File: config.mk
export PLATFORM = sky130hd
export DESIGN_NAME = laser_range_avg_fsmd_flat
export DESIGN_NICKNAME = d
export VERILOG_FILES = /design/src/rtl/laser_range_avg_if.sv /design/src/rtl/laser_range_avg_fsmd.sv /design/src/flat_wrapper.sv
export SDC_FILE = /design/constraint.sdc
export NUM_CORES = 1
export LEC_CHECK = 0
export CAP_MARGIN = 20
export CORE_UTILIZATION = 40
export CTS_CLUSTER_DIAMETER = 100
export DETAILED_ROUTE_END_ITERATION = 7
export PLACE_DENSITY = 0.6
export SLEW_MARGIN = 20
export SYNTH_ARGS = -nofsm -noshare
export SYNTH_HDL_FRONTEND = slang
export SYNTH_SLANG_ARGS = --single-unit
File: constraint.sdc
create_clock -name clk -period 2.5 [get_ports clk]
set_clock_uncertainty 0.05 [all_clocks]
set_input_delay 0.75 -clock clk [delete_from_list [all_inputs] [get_ports clk]]
set_output_delay 0.75 -clock clk [all_outputs]
set_load 0.05 [all_outputs]
File: src/rtl/laser_range_avg_if.sv
// Purpose : Signal bundle between the multi-shot laser range meter and its
//           surroundings (button/photodiode front-end, display/readout).
// Signals : B    - measure button, rising edge starts a burst (to meter)
//           S    - echo sensor, high when a reflection is seen (to meter)
//           L    - laser enable (from meter)
//           D    - last valid distance in cycles/2, D_W bits (from meter)
//           V    - D holds a result of the most recent burst (from meter)
//           E    - most recent burst timed out (from meter)
//           BUSY - meter is not idle (from meter)
// Modports: master = front-end/readout side, slave = meter side.
interface laser_range_avg_if #(
  parameter int D_W = 16
) ();
  logic           B;
  logic           S;
  logic           L;
  logic [D_W-1:0] D;
  logic           V;
  logic           E;
  logic           BUSY;

  modport master (output B, output S, input L, input D, input V, input E, input BUSY);
  modport slave  (input B, input S, output L, output D, output V, output E, output BUSY);
endinterface

File: src/rtl/laser_range_avg_fsmd.sv
// Purpose : Multi-shot laser distance meter. A rising edge on B fires a burst
//           of 2**AVG_LOG2 laser shots; each shot counts clock cycles from the
//           end of the laser pulse to the echo on S. The counts are summed and
//           D = sat(sum / 2**(AVG_LOG2+1)) is published with V=1. A shot whose
//           count reaches TIMEOUT without an echo aborts the burst with E=1.
// Ports   : clk    - rising-edge clock
//           reset  - synchronous, active-low reset
//           io_rng - slave modport: B,S in; L,D,V,E,BUSY out
module laser_range_avg_fsmd #(
  parameter int D_W       = 16,
  parameter int CNT_W     = 17,
  parameter int AVG_LOG2  = 2,
  parameter int LASER_CYC = 1,
  parameter int TIMEOUT   = 65535
) (
  input  logic             clk,
  input  logic             reset,
  laser_range_avg_if.slave io_rng
);
  localparam int SUM_W = CNT_W + AVG_LOG2;
  localparam int IDX_W = (AVG_LOG2 > 0) ? AVG_LOG2 : 1;
  localparam int LC_W  = (LASER_CYC > 1) ? $clog2(LASER_CYC) : 1;
  localparam int CMP_W = ((SUM_W > D_W) ? SUM_W : D_W) + 1;

  localparam logic [IDX_W-1:0] LAST_IDX = IDX_W'((1 << AVG_LOG2) - 1);
  localparam logic [LC_W-1:0]  LAST_LC  = LC_W'(LASER_CYC - 1);
  localparam logic [CNT_W-1:0] CNT_MAX  = CNT_W'(TIMEOUT);

  typedef enum logic [2:0] {IDLE, FIRE, COUNT, ACCUM, GAP, DONE, ERR} state_t;

  state_t           r_state;
  state_t           w_state_nxt;
  logic             r_b_q;
  logic [IDX_W-1:0] r_idx;
  logic [SUM_W-1:0] r_sum;
  logic [CNT_W-1:0] r_cnt;
  logic [LC_W-1:0]  r_lcnt;
  logic [D_W-1:0]   r_d;
  logic             r_v;
  logic             r_e;
  logic             w_start;
  logic             w_l;
  logic             w_busy;

  // Clamp the averaged half-round-trip to the largest value D can show.
  function automatic logic [D_W-1:0] sat_d(input logic [SUM_W-1:0] x);
    logic [CMP_W-1:0] xw;
    xw = CMP_W'(x);
    if (xw > CMP_W'({D_W{1'b1}})) return {D_W{1'b1}};
    return xw[D_W-1:0];
  endfunction

  // Tracks B even while reset is held, so a button already down at reset
  // release is not mistaken for a fresh press.
  always_ff @(posedge clk) begin
    r_b_q <= io_rng.B;
  end

  assign w_start = io_rng.B & ~r_b_q;

  // State register
  always_ff @(posedge clk) begin
    if (!reset) r_state <= IDLE;
    else        r_state <= w_state_nxt;
  end

  // Next-state and Moore outputs
  always_comb begin
    w_state_nxt = r_state;
    w_l         = 1'b0;
    w_busy      = 1'b1;
    case (r_state)
      IDLE: begin
        w_busy = 1'b0;
        if (w_start) w_state_nxt = FIRE;
      end
      FIRE: begin
        w_l = 1'b1;
        if (r_lcnt == LAST_LC) w_state_nxt = COUNT;
      end
      // An echo takes priority over timeout on the same cycle.
      COUNT: begin
        if (io_rng.S)              w_state_nxt = ACCUM;
        else if (r_cnt == CNT_MAX) w_state_nxt = ERR;
      end
      ACCUM:   w_state_nxt = (r_idx == LAST_IDX) ? DONE : GAP;
      GAP:     w_state_nxt = FIRE;
      DONE:    w_state_nxt = IDLE;
      ERR:     w_state_nxt = IDLE;
      default: w_state_nxt = IDLE;
    endcase
  end

  // Datapath registers
  always_ff @(posedge clk) begin
    if (!reset) begin
      r_idx  <= '0;
      r_sum  <= '0;
      r_cnt  <= '0;
      r_lcnt <= '0;
      r_d    <= '0;
      r_v    <= 1'b0;
      r_e    <= 1'b0;
    end else begin
      case (r_state)
        IDLE: begin
          if (w_start) begin
            r_v    <= 1'b0;
            r_e    <= 1'b0;
            r_sum  <= '0;
            r_idx  <= '0;
            r_lcnt <= '0;
          end
        end
        FIRE: begin
          r_cnt  <= '0;
          r_lcnt <= (r_lcnt == LAST_LC) ? '0 : r_lcnt + LC_W'(1);
        end
        // cnt freezes on the echo cycle so ACCUM sees the round-trip count.
        COUNT: begin
          if (!io_rng.S && (r_cnt != CNT_MAX)) r_cnt <= r_cnt + CNT_W'(1);
        end
        ACCUM: begin
          r_sum <= r_sum + SUM_W'(r_cnt);
          if (r_idx != LAST_IDX) r_idx <= r_idx + IDX_W'(1);
        end
        // Dividing by 2**AVG_LOG2 averages; the extra bit halves the round trip.
        DONE: begin
          r_d <= sat_d(r_sum >> (AVG_LOG2 + 1));
          r_v <= 1'b1;
        end
        ERR: begin
          r_e <= 1'b1;
          r_v <= 1'b0;
        end
        default: ;
      endcase
    end
  end

  assign io_rng.L    = w_l;
  assign io_rng.BUSY = w_busy;
  assign io_rng.D    = r_d;
  assign io_rng.V    = r_v;
  assign io_rng.E    = r_e;
endmodule
File: src/flat_wrapper.sv
// flat-port wrapper written by rule: the top's interface ports become plain ports
module laser_range_avg_fsmd_flat 
#(
  parameter int D_W       = 16,
  parameter int CNT_W     = 17,
  parameter int AVG_LOG2  = 2,
  parameter int LASER_CYC = 1,
  parameter int TIMEOUT   = 65535
)
  (clk, reset, io_rng_B, io_rng_S, io_rng_L, io_rng_D, io_rng_V, io_rng_E, io_rng_BUSY);
  laser_range_avg_if #(.D_W(D_W)) io_rng_i ();
  input  logic clk;
  input  logic reset;
  input wire logic [$bits(io_rng_i.B)-1:0] io_rng_B;
  input wire logic [$bits(io_rng_i.S)-1:0] io_rng_S;
  output wire logic [$bits(io_rng_i.L)-1:0] io_rng_L;
  output wire logic [$bits(io_rng_i.D)-1:0] io_rng_D;
  output wire logic [$bits(io_rng_i.V)-1:0] io_rng_V;
  output wire logic [$bits(io_rng_i.E)-1:0] io_rng_E;
  output wire logic [$bits(io_rng_i.BUSY)-1:0] io_rng_BUSY;
  assign io_rng_i.B = io_rng_B;
  assign io_rng_i.S = io_rng_S;
  assign io_rng_L = io_rng_i.L;
  assign io_rng_D = io_rng_i.D;
  assign io_rng_V = io_rng_i.V;
  assign io_rng_E = io_rng_i.E;
  assign io_rng_BUSY = io_rng_i.BUSY;
  laser_range_avg_fsmd #(.D_W(D_W), .CNT_W(CNT_W), .AVG_LOG2(AVG_LOG2), .LASER_CYC(LASER_CYC), .TIMEOUT(TIMEOUT)) u_core (.clk(clk), .reset(reset), .io_rng(io_rng_i));
endmodule
After elaboration in Yosys (flattened, before gate mapping)
Cells that the tools add are included.
W data, S select, Z words.
{"block": "word_totals", "input_bits": 4, "regBits": 61, "word_cells": 71, "out_inout_bits": 20}
{"block": "op_classes", "n_eq_ne": 15, "order_cmp": 1, "n_mux": 25, "n_addsub": 4, "bitwise": 2, "n_reduce_logical": 15}
{"cell": "$pmux W19 S2", "n": 1}
{"cell": "$pmux W17 S2", "n": 1}
{"cell": "$mux W16", "n": 2}
{"cell": "$add A19 B17 Y19", "n": 1}
{"cell": "$mux W19", "n": 1}
{"cell": "$add A17 B1 Y17 const B", "n": 1}
{"cell": "$eq A17 B16 Y1 const B", "n": 1}
{"cell": "$mux W17", "n": 1}
{"cell": "$ne A17 B16 Y1 const B", "n": 1}
{"cell": "$gt A16 B16 Y1 const B", "n": 1}
{"cell": "$pmux W3 S5", "n": 1}
{"cell": "$mux W3", "n": 4}
{"cell": "$reduce_and A2 Y1", "n": 5}
{"cell": "$eq A3 B3 Y1 const B", "n": 3}
{"cell": "$mux W1", "n": 8}
{"cell": "$reduce_bool A2 Y1", "n": 4}
{"cell": "$eq A3 B2 Y1 const B", "n": 2}
{"cell": "$ne A2 B1 Y1 const B", "n": 3}
{"cell": "$reduce_and A3 Y1", "n": 2}
{"cell": "$mux W2", "n": 2}
{"cell": "$ne A2 B2 Y1 const B", "n": 2}
{"cell": "$pmux W1 S2", "n": 2}
{"cell": "$pmux W2 S2", "n": 1}
{"cell": "$eq A3 B1 Y1 const B", "n": 1}
{"cell": "11 further kinds", "n": 11}

Depth between registers and ports, before layout
{"block": "logic_depth", "word_depth": 5, "ltp_mapped": 13, "mapped_depth_nobuf": 12}

Worst setup path after synthesis
OpenSTA, ideal clock, no wires.
{"block": "synth_timing", "path_kind": "reg2reg", "startpoint": "register u_core.r_cnt[8]", "endpoint": "register u_core.r_cnt[12]", "path_buffers": 1, "period_less_slack_ns": 2.540, "t_required_ns": 2.324, "slack_ns": -0.040, "arrival_ns": 2.364, "setup_ns": 0.126, "stages_incl_launch_ff": 14, "path_cell_list": "dfxtp_1 -> and4_1 -> nand4_1 -> nor2_1 -> nand2_1 -> nor2_1 -> ha_1 -> or4b_4 -> a21oi_4 -> and3_1 -> buf_6 -> nand4_4 -> xor2_1 -> nor2_2"}
{"block": "synth_between", "elab_chain_cells": 4}
{"item": "from (decl)", "line_no": "laser_range_avg_fsmd.sv:36", "rtl": "logic [CNT_W-1:0] r_cnt;"}
{"item": "from (signal assigned)", "line_no": "laser_range_avg_fsmd.sv:121", "rtl": "if (!io_rng.S && (r_cnt != CNT_MAX)) r_cnt <= r_cnt + CNT_W'(1);"}
{"item": "parallel branches: the longest is 4 deep, another holds $add A17 B1 Y17"}
Parallel ways; which one is timed is not known. The select of a mux whose other input is x is not followed.
A chain may end at the register's enable or synchronous reset.

Final worst setup path
{"block": "layout_timing", "startpoint": "register u_core.r_cnt[9]", "endpoint": "register u_core.r_cnt[13]"}
Same word-level chain as after synthesis.

==> run metrics <==
run status=finished clean; Syn-to-layout area delta=24.7%; vias after detailed routing=2996; gate family responsible for the most delay along the worst path=simple AND/OR/NAND/NOR gates; post-route insts no fill=566; crit-path cells=and4_4 -> nand4_1 -> nor2_2 -> nand2_2 -> nor2_2 -> ha_2 -> or4b_4 -> a21oi_4 -> and4_4 -> and2b_1 -> xnor2_1 -> nor2_1; per-cell routed wire length=14.1 um; kind of critical path=reg2reg; total die area=8740 um^2; sequential-to-total area share from yosys stat=35.9%; average vias per placed instance=5.29; Critical Path Max Stage Delay=0.49 ns; die outline height=93.5 um; part of the total power dissipated in sequential elements=41.8%; CTS max path bufs=2; CTS root buf=sky130_fd_sc_hd__clkbuf_8; combined global-route utilization of all metal layers=19.2%; TritonCTS Buffers=9; Post-Route Utilization=51.1%; number of antenna violations at the first check in global routing=0; DRC violations left=0; worst reg2reg path startpoint=u_core.r_cnt[9]; met1 Use GR=23.6%; CTS H-tree lvls=3; reported max-cap violation count=0; Int Power=1.77 mW; worst slew margin relative to its limit=64.2%; cell taking the most area after synthesis=sky130_fd_sc_hd__dfxtp_1; Boundary Pins=24; final number of hold-violating endpoints=0; path category of the worst min-delay check=reg2reg; number of different library cells in the post-synthesis netlist=53; initial core utilization=41.0%; most used routing layer in global routing=met2; Required @ worst endpoint=2.69 ns; WL final=8000 um; largest net degree at the start of global routing=27; FF-to-FF path depth=12; Switching Fraction=25.2%; Post-Syn Area per Cell=8.21 um^2; kind of end point of the critical path=flop; number of optimization iterations in the first detailed-route pass=4; wire length of the first global-routing pass=13100 um; Syn Inst Count=408; Yosys warning total=0; netlist area before placement=3350 um^2; number of pins with negative max-slew slack in the final report=0; net total in the final layout=481; Worst Path Arrival=2.62 ns; power spent charging and discharging nets=0.597 mW; predominant post-synthesis flop cell=sky130_fd_sc_hd__dfxtp_1; Synth area leaders=sky130_fd_sc_hd__dfxtp_1 36%, sky130_fd_sc_hd__nand2_1 7.6%, sky130_fd_sc_hd__ha_1 7.5%; register-to-register setup slack=0.07 ns; WHS Endpoint=u_core.io_rng.D[12]; unrepaired setup endpoints after global routing=yes; cell with the biggest individual delay on the critical path=sky130_fd_sc_hd__or4b_4; total placed cells including tap cells=548; startpoint of the most critical hold path=u_core.io_rng.D[12]; clock tree from TritonCTS=yes; Clk Latency, worst-skew pair=0.35 ns; Bufs and invs on worst path=0; met3 layer usage reported by global route=4.31%; Post-synth EDFFs=0; maximum VDD drop=0.576 mV; area fraction of the dominant cell type after synthesis=35.9%; DRT iter0 DRCs=159; leakage power total=1.63 nW; syn_nets=433; diodes inserted=0; met2 Resource Use GR=31.6%; residual overflow from global routing=0; final critical path time including I/O delays and setup=2.43 ns; sort of element at the start of the critical path=flop; Clock Pin Slew Worst Setup and Hold Paths=0.07 ns; number of stages on the worst hold path=2; worst-case hold slack=0.416 ns; clock net sink count=60; Max Clk Rate=411 MHz; IO Port Bufs=23; cts hold-fix bufs=0; CORE AREA=8180 um^2; maximum fanout along the worst path=5; FP Rows=33; power density cells=568 nW/um^2; via count of the first global-routing pass=2777; antenna-violating nets left=0; endpoints failing setup=0; HPWL reported at the end of detailed placement=5990 um; proportion of power drawn by the clock network=44.1%; Die Wd=93.5 um; terminus of the critical flop-to-flop path=u_core.r_cnt[13]; share of the clock period used by the worst path after layout=97.4%; slew of the pin with the lowest slew margin=0.535 ns; combinational group share of total power=14.1%; post-synthesis register bit count=60; proportion of synthesized flip-flops having asynchronous set or reset=0%; share of cells above drive strength 1=16.3%; final weighted congestion in routability-driven placement=0.880
## layer usage
| layer | share of wire (%) | vias to the layer above |
|---|---|---|
| li1 | - | 1526 |
| met1 | 46 | 1393 |
| met5 | 0 | - |
| met4 | 2.9 | 0 |
| met3 | 3.2 | 21 |
| met2 | 47 | 56 |
## worst max path at each step
stage	from	end	cells after the start
6_report	u_core.r_cnt[9]	u_core.r_cnt[13]	12
5_1_grt	u_core.r_cnt[9]	u_core.r_cnt[11]	12
4_1_cts	u_core.r_cnt[0]	u_core.r_sum[8]	9
3_5_place_dp	io_rng_S	u_core.r_cnt[13]	7
3_3_place_gp	io_rng_S	u_core.r_cnt[9]	7
2_1_floorplan	u_core.r_cnt[7]	u_core.r_cnt[12]	13
## power by group through the flow
stage,registers [mW],logic [mW],clock network (mW)
2_1_floorplan,0.995,0.216,0
3_3_place_gp,1.01,0.327,0
3_5_place_dp,1.01,0.326,0
4_1_cts,0.990,0.335,1.07
5_1_grt,0.993,0.364,1.11
6_report,0.991,0.335,1.05
## cell type report
type                            count  area (um^2)
Tap cell                          105          131
Clock inverter                      5          100
Fill cell                         795         4000
Multi-Input combinational cell    320         2080
Sequential cell                    60         1200
Inverter                            8         30.0
Timing Repair Buffer               57          505
Clock buffer                       11          131
## registers in the layout, indices dropped and copies added (netlist names)
name	cells
u_core.io_rng.V	1
u_core.r_cnt	17
u_core.r_idx	2
u_core.r_state	3
u_core.io_rng.D	16
u_core.r_sum	19
u_core.r_b_q	1
u_core.io_rng.E	1
## synth_stat cells (2+ instances only)
cell type and count:
sky130_fd_sc_hd__inv_1 8, sky130_fd_sc_hd__dfxtp_1 60, sky130_fd_sc_hd__nand4_1 5, sky130_fd_sc_hd__o21ai_0 16, sky130_fd_sc_hd__nor3_1 4, sky130_fd_sc_hd__a211oi_1 3
sky130_fd_sc_hd__a21oi_1 20, sky130_fd_sc_hd__and3_1 5, sky130_fd_sc_hd__nand3_1 19, sky130_fd_sc_hd__a31oi_1 4, sky130_fd_sc_hd__buf_6 2, sky130_fd_sc_hd__nor2_1 37
sky130_fd_sc_hd__ha_1 20, sky130_fd_sc_hd__nand3b_1 2, sky130_fd_sc_hd__mux2i_1 5, sky130_fd_sc_hd__a22oi_1 4, sky130_fd_sc_hd__and3_2 2, sky130_fd_sc_hd__a21o_1 6
sky130_fd_sc_hd__a21boi_0 21, sky130_fd_sc_hd__o211a_1 2, sky130_fd_sc_hd__nor2_2 2, sky130_fd_sc_hd__clkbuf_1 16, sky130_fd_sc_hd__and2_1 5, sky130_fd_sc_hd__xnor2_1 8
sky130_fd_sc_hd__nand2_1 68, sky130_fd_sc_hd__o211ai_1 6, sky130_fd_sc_hd__nor2b_1 12, sky130_fd_sc_hd__xor2_1 18, sky130_fd_sc_hd__nor3b_1 2, sky130_fd_sc_hd__and4_1 3
## placed cells by master (no fill, tap or decap), types with 8 or more instances in the layout
cell and count:
sky130_fd_sc_hd__clkdlybuf4s50_1 21, sky130_fd_sc_hd__nand3_1 17, sky130_fd_sc_hd__buf_4 34, sky130_fd_sc_hd__dfxtp_1 58, sky130_fd_sc_hd__nor2_1 35, sky130_fd_sc_hd__o21ai_0 16, sky130_fd_sc_hd__xnor2_1 8, sky130_fd_sc_hd__clkbuf_8 9
sky130_fd_sc_hd__a21oi_1 19, sky130_fd_sc_hd__ha_1 18, sky130_fd_sc_hd__nand2_1 67, sky130_fd_sc_hd__a21boi_0 21, sky130_fd_sc_hd__nor2b_1 12, sky130_fd_sc_hd__xor2_1 17, sky130_fd_sc_hd__inv_1 8
## cell families (layout without fill, tap and decap cells)
| kind of cell | Yosys count | in the layout | share of synthesized area, % |
|---|---|---|---|
| simple gates | 174 | 174 | 25.2 |
| mux | 5 | 5 | 1.49 |
| buf+inv | 28 | 81 | 3.66 |
| fa+ha+maj | 21 | 21 | 8.07 |
| xor+xnor | 26 | 26 | 6.80 |
| flops | 60 | 60 | 35.9 |
| compound gates | 94 | 94 | 18.9 |
## worst min-delay path, stage by stage, from the launching register on
cell	delay, ns
sky130_fd_sc_hd__dfxtp_1	0.31
sky130_fd_sc_hd__nand2_1	0.05
sky130_fd_sc_hd__a21boi_0	0.07
## per-stage QoR
step	setup TNS, ns	setup WS, ns	power, mW	instance area [um^2]
final	0	0.0653	2.37	4180
after global routing	-0.317	-0.0612	2.46	4180
after CTS	0	0.00348	2.39	4130
after detailed placement	-1.62	-0.178	1.34	3890
after global placement	-1.40	-0.175	1.34	3890
after floorplan	0	0.0265	1.21	3360
## repair_timing
action,4_1_cts,5_1_grt
pin swaps,4,13
endpoints found under the setup margin,5,20
buffers inserted,1,1
gates resized for setup,2,11
endpoints found under the hold margin,0,0
No activity file was read; power rests on OpenSTA's default activity.
